## src/rtl/arith_execute_unit_pkg.sv

```systemverilog
// Shared encodings for the arithmetic decoder and execute stage.
package arith_execute_unit_pkg;

    localparam logic [2:0] ALU_ADD = 3'b000;
    localparam logic [2:0] ALU_SUB = 3'b001;
    localparam logic [2:0] ALU_MUL = 3'b010;
    localparam logic [2:0] ALU_DIV = 3'b011;

    localparam logic [1:0] B_SEL_A = 2'b00;
    localparam logic [1:0] B_SEL_B = 2'b01;
    localparam logic [1:0] B_SEL_C = 2'b10;
    localparam logic [1:0] B_SEL_D = 2'b11;

    localparam logic [3:0] DEST_A = 4'b0001;
    localparam logic [3:0] DEST_B = 4'b0010;
    localparam logic [3:0] DEST_C = 4'b0100;
    localparam logic [3:0] DEST_D = 4'b1000;

    typedef enum logic [1:0] {
        IDLE   = 2'b00,
        ITER   = 2'b01,
        FINISH = 2'b10
    } state_t;

endpackage

```

## src/rtl/arith_execute_unit_mul_div_iter.sv

```systemverilog
// Iterative 8x8 shift-add multiplier / restoring divider, one bit per step.
module mul_div_iter (
    input  logic       clk,
    input  logic       rst_n,
    input  logic       load,
    input  logic       op,      // 0 multiply, 1 divide
    input  logic [7:0] a,
    input  logic [7:0] b,
    input  logic       step,
    output logic       last,
    output logic [7:0] lo,
    output logic [7:0] hi
);

    // MUL: p = {acc[8:0], multiplier[7:0]}; DIV: p = {rem[8:0], dividend/quotient[7:0]}
    logic [16:0] p, p_next;
    logic [7:0]  d;
    logic [2:0]  cnt;
    logic        op_q;
    logic [8:0]  sum;
    logic [16:0] sh;

    always_comb begin
        sum = 9'(p[15:8]) + (p[0] ? {1'b0, d} : 9'd0);
        sh  = {p[15:0], 1'b0};
        if (!op_q)
            p_next = {1'b0, sum, p[7:1]};
        else if (sh[16:8] >= {1'b0, d})
            p_next = {sh[16:8] - {1'b0, d}, sh[7:1], 1'b1};
        else
            p_next = sh;
    end

    // lo/hi present the post-step value so the caller can capture on the last step
    assign lo   = p_next[7:0];
    assign hi   = p_next[15:8];
    assign last = (cnt == 3'd7);

    always_ff @(posedge clk or negedge rst_n) begin
        if (!rst_n) begin
            p    <= '0;
            d    <= '0;
            cnt  <= '0;
            op_q <= 1'b0;
        end else if (load) begin
            cnt  <= '0;
            op_q <= op;
            p    <= {9'd0, op ? a : b};
            d    <= op ? b : a;
        end else if (step) begin
            p   <= p_next;
            cnt <= cnt + 3'd1;
        end
    end

endmodule

```

## src/rtl/arith_execute_unit.sv

```systemverilog
// Execute stage: operand muxes, single-cycle add/sub, iterative mul/div, flags.
module arith_execute_unit
    import arith_execute_unit_pkg::*;
(
    input  logic       clk,
    input  logic       rst_n,
    input  logic       start,
    input  logic [2:0] alu_sel,
    input  logic       acc_sel,
    input  logic [1:0] alu_b_sel,
    input  logic [3:0] destination_reg_flag,
    input  logic [7:0] reg_a,
    input  logic [7:0] reg_b,
    input  logic [7:0] reg_c,
    input  logic [7:0] reg_d,
    output logic       busy,
    output logic       done,
    output logic [7:0] result,
    output logic [7:0] result_hi,
    output logic [3:0] wr_en,
    output logic       flag_zero,
    output logic       flag_carry,
    output logic       flag_divzero
);

    state_t     state, state_next;
    logic [7:0] op_a, op_b;
    logic [8:0] add_sum, sub_diff;
    logic [2:0] sel_q;
    logic [3:0] wr_q;
    logic       accept, is_long, it_last;
    logic [7:0] it_lo, it_hi;

    always_comb begin
        op_a = acc_sel ? result : reg_a;
        case (alu_b_sel)
            B_SEL_A: op_b = reg_a;
            B_SEL_B: op_b = reg_b;
            B_SEL_C: op_b = reg_c;
            default: op_b = reg_d;
        endcase
    end

    assign add_sum  = {1'b0, op_a} + {1'b0, op_b};
    assign sub_diff = {1'b0, op_a} - {1'b0, op_b};
    assign accept   = (state == IDLE) && start;
    assign is_long  = (alu_sel == ALU_MUL) || ((alu_sel == ALU_DIV) && (op_b != 8'd0));

    always_ff @(posedge clk or negedge rst_n) begin
        if (!rst_n) state <= IDLE;
        else        state <= state_next;
    end

    always_comb begin
        state_next = state;
        case (state)
            IDLE:    if (start) state_next = is_long ? ITER : FINISH;
            ITER:    if (it_last) state_next = FINISH;
            FINISH:  state_next = IDLE;
            default: state_next = IDLE;
        endcase
    end

    mul_div_iter u_iter (
        .clk   (clk),
        .rst_n (rst_n),
        .load  (accept && is_long),
        .op    (alu_sel == ALU_DIV),
        .a     (op_a),
        .b     (op_b),
        .step  (state == ITER),
        .last  (it_last),
        .lo    (it_lo),
        .hi    (it_hi)
    );

    always_ff @(posedge clk or negedge rst_n) begin
        if (!rst_n) begin
            result       <= '0;
            result_hi    <= '0;
            flag_zero    <= 1'b0;
            flag_carry   <= 1'b0;
            flag_divzero <= 1'b0;
            sel_q        <= '0;
            wr_q         <= '0;
        end else if (accept) begin
            sel_q <= alu_sel;
            wr_q  <= destination_reg_flag;
            case (alu_sel)
                ALU_ADD: begin
                    result       <= add_sum[7:0];
                    result_hi    <= '0;
                    flag_zero    <= (add_sum[7:0] == 8'd0);
                    flag_carry   <= add_sum[8];
                    flag_divzero <= 1'b0;
                end
                ALU_SUB: begin
                    result       <= sub_diff[7:0];
                    result_hi    <= '0;
                    flag_zero    <= (sub_diff[7:0] == 8'd0);
                    flag_carry   <= sub_diff[8];
                    flag_divzero <= 1'b0;
                end
                ALU_MUL: ;
                ALU_DIV: begin
                    if (op_b == 8'd0) begin
                        result       <= 8'hFF;
                        result_hi    <= op_a;
                        flag_zero    <= 1'b0;
                        flag_carry   <= 1'b0;
                        flag_divzero <= 1'b1;
                        wr_q         <= '0;
                    end
                end
                default: wr_q <= '0;  // reserved: completes without touching state
            endcase
        end else if (state == ITER && it_last) begin
            result       <= it_lo;
            result_hi    <= it_hi;
            flag_zero    <= (it_lo == 8'd0);
            flag_carry   <= (sel_q == ALU_MUL) && (it_hi != 8'd0);
            flag_divzero <= 1'b0;
        end
    end

    assign busy  = (state != IDLE);
    assign done  = (state == FINISH);
    assign wr_en = done ? wr_q : 4'd0;

endmodule

```

## config.mk

```make
export PLATFORM = sky130hd
export DESIGN_NAME = arith_execute_unit
export DESIGN_NICKNAME = d
export VERILOG_FILES = /design/src/rtl/arith_execute_unit_pkg.sv /design/src/rtl/arith_execute_unit_mul_div_iter.sv /design/src/rtl/arith_execute_unit.sv
export SDC_FILE = /design/constraint.sdc
export NUM_CORES = 1
export LEC_CHECK = 0
export BUFFER_PORTS_ARGS = -buffer_cell sky130_fd_sc_hd__buf_2
export CORE_UTILIZATION = 49
export CTS_CLUSTER_SIZE = 10
export DETAILED_ROUTE_END_ITERATION = 10
export GPL_TIMING_DRIVEN = 0
export HOLD_SLACK_MARGIN = 0.06
export PLACE_DENSITY = 0.71
export SLEW_MARGIN = 20
export SYNTH_ARGS = -nofsm -noshare
export SYNTH_HDL_FRONTEND = slang
export SYNTH_HIERARCHICAL = 1
export SYNTH_SLANG_ARGS = --single-unit
```

## constraint.sdc

```tcl
create_clock -name clk -period 7.6 [get_ports clk]
set_clock_uncertainty 0.2 [all_clocks]
set_input_delay 1.52 -clock clk [delete_from_list [all_inputs] [get_ports clk]]
set_output_delay 1.52 -clock clk [all_outputs]
set_load 0.03 [all_outputs]
```

* Yosys cells after proc, flatten, opt, wreduce, memory -nomap -nowiden *
Cells that the tools add are included.

storage, ports and cells
  register bits = 56
  bits of input ports = 45
  logic and storage cells = 92

operators by class
  muxes and demuxes = 37
  equality and inequality tests = 14
  reductions and logical operators = 23
  order comparisons = 1
  add/subtract/negate cells = 5

operators with widths
  kind                  number
  $mux W8               10
  $mux W16              4
  $pmux W8 S3           2
  $logic_not A8 Y1      4
  $add A8 B8 Y9         2
  $pmux W8 S2           1
  $reduce_bool A8 Y1    2
  $eq A3 B2 Y1 const B  3
  $ge A9 B8 Y1          1
  $sub A8 B8 Y9         1
  $mux W1               8
  $mux W4               2
  $pmux W4 S2           1
  $sub A8 B8 Y8         1
  $mux W2               3
  $mux W3               2
  $pmux W1 S3           2
  $reduce_and A3 Y1     2
  $reduce_bool A2 Y1    3
  $logic_and A1 B1 Y1   5
  $eq A2 B1 Y1 const B  2
  $eq A2 B2 Y1 const B  2
  $logic_not A2 Y1      2
  $ne A2 B2 Y1 const B  2
  13 further kinds      13

* Logic depth before layout (Yosys ltp) *
Gate-level depths: netlist of the first run.

  depth after elaboration = 8
  gate-level depth with buffers = 14
  gate-level depth less buffers = 14

* Cells and area by module *
The synthesis of the first run kept the hierarchy.

modules (own cells, without submodules)
  module              cells each  times used  sequential area each (um^2)  area an instance (um^2)
  arith_execute_unit  284         1           700.7                        2496.1
  mul_div_iter        277         1           700.7                        2461.1

* Least setup slack after synthesis of the first run *
OpenSTA, ideal clock, no wires.

  path type = input-to-reg
  from = input acc_sel
  to = register result[7]
  path buffers = 1
  setup slack = 3.296 ns
  data arrival time = 4.039 ns
  stages on the path = 9
  cell sequence = clkbuf_1 > mux2_2 > ha_1 > and2_1 > a221oi_1 > a2111oi_0 > or3b_2 > o311ai_1 > o21a_1

on the way
  longest elaborated chain between the ends = 4
  elaborated cells on any way between the ends = 5

RTL lines
  what                                                   line                                                text
  start, declared                                        arith_execute_unit.sv:9                             input logic acc_sel,
  $mux W8 *                                              arith_execute_unit.sv:35                            op_a = acc_sel ? result : reg_a;
  named net op_a[3]                                      arith_execute_unit.sv:27                            logic [7:0] op_a, op_b;
  $sub A8 B8 Y9 / $add A8 B8 Y9 (equally long branches)  arith_execute_unit.sv:45, arith_execute_unit.sv:44
  $pmux W8 S3 *                                          arith_execute_unit.sv:89                            case (alu_sel)
  $mux W8 *                                              arith_execute_unit.sv:86                            end else if (accept) begin
  end signal, assigned                                   arith_execute_unit.sv:91                            result <= add_sum[7:0];
  end signal, assigned                                   arith_execute_unit.sv:98                            result <= sub_diff[7:0];
  end signal, assigned                                   arith_execute_unit.sv:118                           result <= it_lo;
  end, declared                                          arith_execute_unit.sv:18                            output logic [7:0] result,

The timed path passes the listed nets; every way through them passes the cells marked *.
A chain may end at the register's enable or synchronous reset.

* Final worst setup path of the first run *
Ends and elaborated chain as after synthesis.

==> results of run 1 <==
[worst min-delay path by stage]
stage / start / cells past startpoint / slack (ns) / to
after floorplan: sel_q[1] / 2 / 0.24 / sel_q[1]
after global placement: sel_q[0] / 2 / 0.26 / sel_q[0]
final: sel_q[0] / 2 / 0.29 / sel_q[0]
after detailed placement: sel_q[0] / 2 / 0.26 / sel_q[0]
after CTS: sel_q[0] / 2 / 0.28 / sel_q[0]
after global routing: sel_q[1] / 2 / 0.31 / sel_q[1]
[cells by family (layout without fill, tap and decap cells)]
logic type	count (synthesis)	after routing	share of synthesized area (%)
xor+xnor	15	15	2.65
buf+inv	59	133	5.70
compound gates	154	154	21.2
fa+ha+maj	38	38	10.2
simple gates	191	191	19.8
flops	56	56	28.3
mux	48	48	12.2
[placed cells by master (no fill, tap or decap), types with 9 or more instances in the layout]
master	n
mux2_2	19
ha_1	34
and2_1	14
mux2i_1	20
o21ai_0	25
nor3_1	12
nand2_1	41
inv_1	28
a31oi_1	11
nand3_1	14
clkbuf_1	18
buf_2	69
nor2_1	59
a21oi_1	39
dfrtp_1	56
xnor2_1	9
[state kept, by name (all words and copies together), names as in the netlist]
register	flops
result_hi	8
state	2
flag_divzero	1
u_iter/op_q	1
flag_zero	1
u_iter/d	8
u_iter/cnt	3
result	8
u_iter/p	16
wr_q	4
flag_carry	1
sel_q	3
[worst max-delay path, stage by stage]
cell and delay [ns]:
clkbuf_1 0.34, mux2_2 0.47, ha_1 0.39, and2_1 0.18
a221oi_1 0.40, a2111oi_0 0.18, or3b_2 0.49, o311ai_1 0.26
o21a_1 0.17
[per-stage QoR]
stage / hold slack, ns / cells / area [um^2]
after floorplan: 0.236 / 561 / 4960
after global placement: 0.255 / 760 / 5450
after detailed placement: 0.258 / 760 / 5460
after CTS: 0.284 / 768 / 5550
after global routing: 0.314 / 768 / 5550
final: 0.285 / 768 / 5550
[per-layer routing]
metal / track usage [%] / wire (um) / vias to the layer above
met5: 0 / 0 / -
met4: 9.01 / 373 / 0
met3: 4.54 / 991 / 32
met2: 43.3 / 6170 / 194
met1: 37.2 / 6120 / 2190
li1: - / - / 2205
[report_power, final]
group / leakage, uW / total [uW] / switching, uW / internal [uW]
Clock: 0.0000463 / 176 / 108 / 68.0
Combinational: 0.00178 / 1610 / 980 / 631
Sequential: 0.000667 / 572 / 135 / 437
Total: 0.00249 / 2360 / 1220 / 1140
[cell type report]
class | count | share of cell area, %
tap | 133 | 3.00
sequential | 56 | 25.2
timing repair buffer | 66 | 5.99
clock buffer | 5 | 1.24
buffer | 30 | 3.13
clock inverter | 3 | 0.496
multi-input combinational | 446 | 58.9
inverter | 29 | 1.96
==> impl_metrics.tcl, run 1 <==
set metrics [dict create \
    ios 70 \
    synth_nets 644 \
    finalHoldViolCount 0 \
    critPathRequiredTime_ns 7.66 \
    multiInputGateArea_mm2 0.00327 \
    p_per_area_mw_per_mm2 425 \
    core_area_mm2 0.00977 \
    rsz0062_at_grt "false" \
    yosys.area.top_type "dfrtp_1" \
    grt_antenna_before_repair 0 \
    r2r_end "flag_carry" \
    routed_wl_mm 13.6 \
    final_util_pct 56.8 \
    die_area_mm2 0.0105 \
    finalPower_uw 2360 \
    grtUsageTotal_pct 27.1 \
    wl_per_cell_um 17.8 \
    crit_start "acc_sel" \
    firstDrtPassIters 5 \
    overflow 0 \
    io_buffers 66 \
    clk_latency_ns 0.31 \
    detail-route-antenna-nets 0 \
    grt_pass1_wl_mm 21.9 \
    seq_area_mm2 0.00140 \
    min_path_type "reg -> reg" \
    reg2reg_depth 13 \
    synthTopCellsByCount "nor2_1 (59), dfrtp_1 (56), nand2_1 (41), a21oi_1 (39), ha_1 (34)" \
    die_w_um 103 \
    htree_levels 2 \
    vdd_drop_max_uv 188 \
    first_iter_violations 350 \
    fp-row-count 36 \
    antenna_cells 0 \
    clk_pin_slew_ns 0.11 \
    maxSlewViolCount 0 \
    endpoint "result[7]" \
    power_leakage_uw 0.00249 \
    ys_top_cells_by_area "dfrtp_1 (28%), ha_1 (8.6%), nor2_1 (4.5%), mux2_2 (4.3%), mux2i_1 (4.0%)" \
    worstSetupStartpointType "input pin" \
    setup_tns_ns 0 \
    synth_top_area_share_pct 28.3 \
    worstSetupEndpointType "register" \
    async_flop_share_pct 100 \
    synth-main-ff-cell "dfrtp_1" \
    path_max_fanout 8 \
    status "finished clean" \
    drive_gt1_share_pct 20.6 \
    fin_crit_sh_pct 57.2 \
    cp.arrival_ns 4.41 \
    ys_ff_latch 56 \
    cts_tree "done" \
    cts_hold_buf 0 \
    synth_edf_count 0 \
    cts-resized-gates 0 \
    netlist_instances 561 \
    area_delta_synth_final_pct 12.0 \
    fin_ws_ns 3.26 \
    clock_path_buffers 2 \
    worstSetupPathType "in -> reg" \
    max_slew.worst_pin.slew_ns 0.806 \
    initial_core_util_pct 50.7 \
    gp_congestion 0.950 \
    max-cap-violations 0 \
    dp_hpwl_mm 11.0 \
    cts.sinks 56 \
    dpl_worst_slack_ns 2.96 \
    post_cts_buffers 0 \
    nets 717 \
    period_minus_slack_ns 4.34 \
    reg2reg_from "u_iter/p[0]" \
    grt_pass1_vias 4330 \
    drcViolationCount 0 \
    num_vias 4621 \
    finalSetupViolCount 0 \
    fill_cells 917 \
    numCtsBuffers 5 \
    synth_seq_area_share_pct 28.3 \
    rrSetupSlack_ns 3.48 \
    synth.cell_area_mm2 0.00496 \
    clock-root-buffer "clkbuf_8" \
    max_freq_ghz 0.230 \
    synth_warnings 6 \
    die_y_um 103 \
    slew-limit-headroom_pct 44.9 \
    routed_via_density 6.02 \
    grt_max_degree 57 \
    synth.most_common_cell "nor2_1" \
    synth_area_per_cell_um2 8.84 \
    synth.distinct_cells 78 \
]
Note: power is estimated with default switching activity, not from simulation.
==> run 2, diff against run 1 <==
--- a/config.mk
+++ b/config.mk
@@ -5,6 +5,7 @@
 export SDC_FILE = /design/constraint.sdc
 export NUM_CORES = 1
 export LEC_CHECK = 0
+export ABC_AREA = 1
 export BUFFER_PORTS_ARGS = -buffer_cell sky130_fd_sc_hd__buf_2
 export CORE_UTILIZATION = 49
 export CTS_CLUSTER_SIZE = 10
==> constraint.sdc (replaced) <==
create_clock -name clk -period 4.2 [get_ports clk]
set_clock_uncertainty 0.2 [all_clocks]
set_input_delay 0.84 -clock clk [delete_from_list [all_inputs] [get_ports clk]]
set_output_delay 0.84 -clock clk [all_outputs]
set_load 0.03 [all_outputs]
==> run 2 against run 1 <==
Hold slack improved by 0.0062 ns. Critical path type unchanged. Via count rose by 15%. Sequential share of layout area decreased by 0.53 points. First-iteration DRC count grew 6.0%.
==> impl_metrics.tcl, run 2 <==
set metrics [dict create \
    vdd_drop_max_uv 270 \
    core_area_mm2 0.00991 \
    post_cts_buffers 0 \
    synth.distinct_cells 49 \
    antenna_cells 0 \
    firstDrtPassIters 5 \
    p_int_uw 1890 \
    clock_path_buffers 2 \
    yosys.area.top_type "dfrtp_1" \
    synth.cell_area_mm2 0.00506 \
    fp-row-count 36 \
    numCtsBuffers 5 \
    detail-route-antenna-nets 0 \
    final_cells 979 \
    grtUsageTotal_pct 29.0 \
    status "finished clean" \
    dp_hpwl_mm 12.1 \
    clk_latency_ns 0.33 \
    routed_via_density 5.43 \
    worstSetupEndpointType "register" \
    swShare_pct 54.7 \
    synth_warnings 6 \
    die_y_um 104 \
    first_iter_violations 371 \
    grt_antenna_before_repair 0 \
    comb_power_share_pct 69.2 \
    clk_pin_slew_ns 0.12 \
    power_leakage_uw 0.00311 \
    grt_max_degree 57 \
    async_flop_share_pct 100 \
    clock-root-buffer "clkbuf_8" \
    min_path_type "reg -> reg" \
    netlist_instances 769 \
    slew-limit-headroom_pct 51.2 \
    cts-resized-gates 0 \
    power_frac_seq_pct 23.0 \
    power.switching_uw 2280 \
    fill_cells 1024 \
    initial_core_util_pct 51.1 \
    maxSlewViolCount 0 \
    synth_seq_area_share_pct 27.7 \
    grt_pass1_wl_mm 25.2 \
    htree_levels 2 \
    power_frac_clock_pct 7.8 \
    cp.arrival_ns 3.61 \
    die_area_mm2 0.0107 \
    setup_tns_ns 0 \
    worstSetupPathType "in -> reg" \
    die_w_um 104 \
    grt_pass1_vias 5118 \
    p_per_area_mw_per_mm2 734 \
    finalSetupViolCount 0 \
    max_stage_delay_ns 0.50 \
    synth-main-ff-cell "dfrtp_1" \
    synth_area_per_cell_um2 6.58 \
    cts_tree "done" \
    worstSetupStartpointType "input pin" \
    synth_nets 852 \
    path_max_fanout 10 \
    rsz0062_at_grt "false" \
    synthTopCellsByCount "nand2_1 (214), inv_1 (108), nand3_1 (81), dfrtp_1 (56), o21ai_0 (56)" \
    fin_crit_sh_pct 84.5 \
    gp_congestion 0.912 \
    period_minus_slack_ns 3.55 \
    nets 928 \
    ys_ff_latch 56 \
    most-common-layout-cells "nand2_1 (214), inv_1 (108), nand3_1 (81), buf_2 (76)" \
    path_cells "buf_2 > nand2_1 > or2_1 > nand2_1 > nand2_1 > nor2_1 > nand2_1 > nand2_1 > o21ai_0 > nand2_1 > inv_1 > nor2_1 > clkbuf_1 > a22oi_1 > nand2_1" \
    wl_per_cell_um 15.2 \
    max_freq_ghz 0.282 \
    area_delta_synth_final_pct 12.0 \
    cts.sinks 56 \
    cp_common_cell "nand2_1" \
    dpl_worst_slack_ns 0.360 \
    drive_gt1_share_pct 13.5 \
    synth_top_area_share_pct 27.7 \
    max_slew.worst_pin.slew_ns 0.732 \
    num_vias 5320 \
    cts_hold_buf 0 \
    critPathRequiredTime_ns 4.26 \
    ios 70 \
    fin_ws_ns 0.652 \
    ys_top_cells_by_area "dfrtp_1 (28%), nand2_1 (16%), ha_1 (8.4%), inv_1 (8.0%), nand3_1 (8.0%)" \
    final_common_cell "nand2_1" \
    routed_wl_mm 14.9 \
    synth_edf_count 0 \
    synth.most_common_cell "nand2_1" \
    placedCellCount 971 \
    crit_path_top_delay_cell "clkbuf_1" \
    largest-register "u_iter/p" \
    overflow 0 \
    finalHoldViolCount 0 \
    max-cap-violations 0 \
    io_buffers 69 \
    largest_reg_flops 16 \
    drcViolationCount 0 \
]
run 2: cell count changes in the layout (fill, tap and decap cells not counted), sizes merged, moves of 10 or more:
cell / before / now
nand3: 14 / 84
nand4: 0 / 10
a31oi: 11 / 0
nand2: 41 / 222
nor3: 15 / 3
inv: 30 / 111
o21ai: 29 / 69
mux2: 20 / 4
mux2i: 20 / 0
run 2: path summary, 6_finish.rpt:
check	start	end	slack, ns	cells past startpoint
max	alu_b_sel[1]	u_iter/p[6]	0.65	15
min	flag_divzero	flag_divzero	0.29	2
max reg2reg	u_iter/p[0]	flag_carry	1.20	16
min reg2reg	flag_divzero	flag_divzero	0.29	2
max in group asynchronous	rst_n	u_iter/d[7]	2.95	1
min in group asynchronous	rst_n	u_iter/p[13]	0.35	1
run 2: logic make-up after synthesis:
group | count (synthesis) | share of synthesized area (%)
simple gates | 395 | 34.4
buf+inv | 137 | 11.0
compound gates | 133 | 14.9
flops | 56 | 27.7
fa+ha+maj | 38 | 9.98
xor+xnor | 6 | 1.04
mux | 4 | 0.889
run 2: power groups by stage:
stage | sequential [uW] | clock, uW | combinational, uW
after floorplan | 1030 | 0 | 2050
after CTS | 952 | 328 | 2860
after global placement | 954 | 0 | 2800
final | 957 | 325 | 2880
after detailed placement | 964 | 0 | 2840
after global routing | 982 | 352 | 3240
run 2: critical path, delay by kind of cell:
family | cells | cell delay (ns)
compound gates | 2 | 0.31
buf+inv | 3 | 0.69
simple gates | 10 | 1.75
run 2: layout make-up:
cell class	instances	area [um^2]	area share (%)
clock inverters	3	25.0	0.441
well taps	133	166	2.93
flip-flops and latches	56	1400	24.7
repair buffers	69	348	6.13
multi-input cells	576	3100	54.7
plain buffers	26	133	2.34
clock buffers	5	68.8	1.21
inverters	111	427	7.52
run 2: routing by layer:
layer  vias up  track usage [%]  share of wire [%]
li1       2655                -                  -
met4         0             7.65                1.7
met1      2455             41.6                 47
met2       188             45.6                 45
met5         -                0                  0
met3        22             4.03                6.2
run 2: metrics by stage:
stage	utilization [%]	power [uW]	hold slack, ns	instance area (um^2)
floorplan	-	3090	0.246	5060
global placement	56.3	3750	0.262	5580
detailed placement	56.3	3810	0.263	5580
CTS	57.2	4140	0.292	5670
global route	57.2	4570	0.310	5670
finish	57.2	4170	0.291	5670
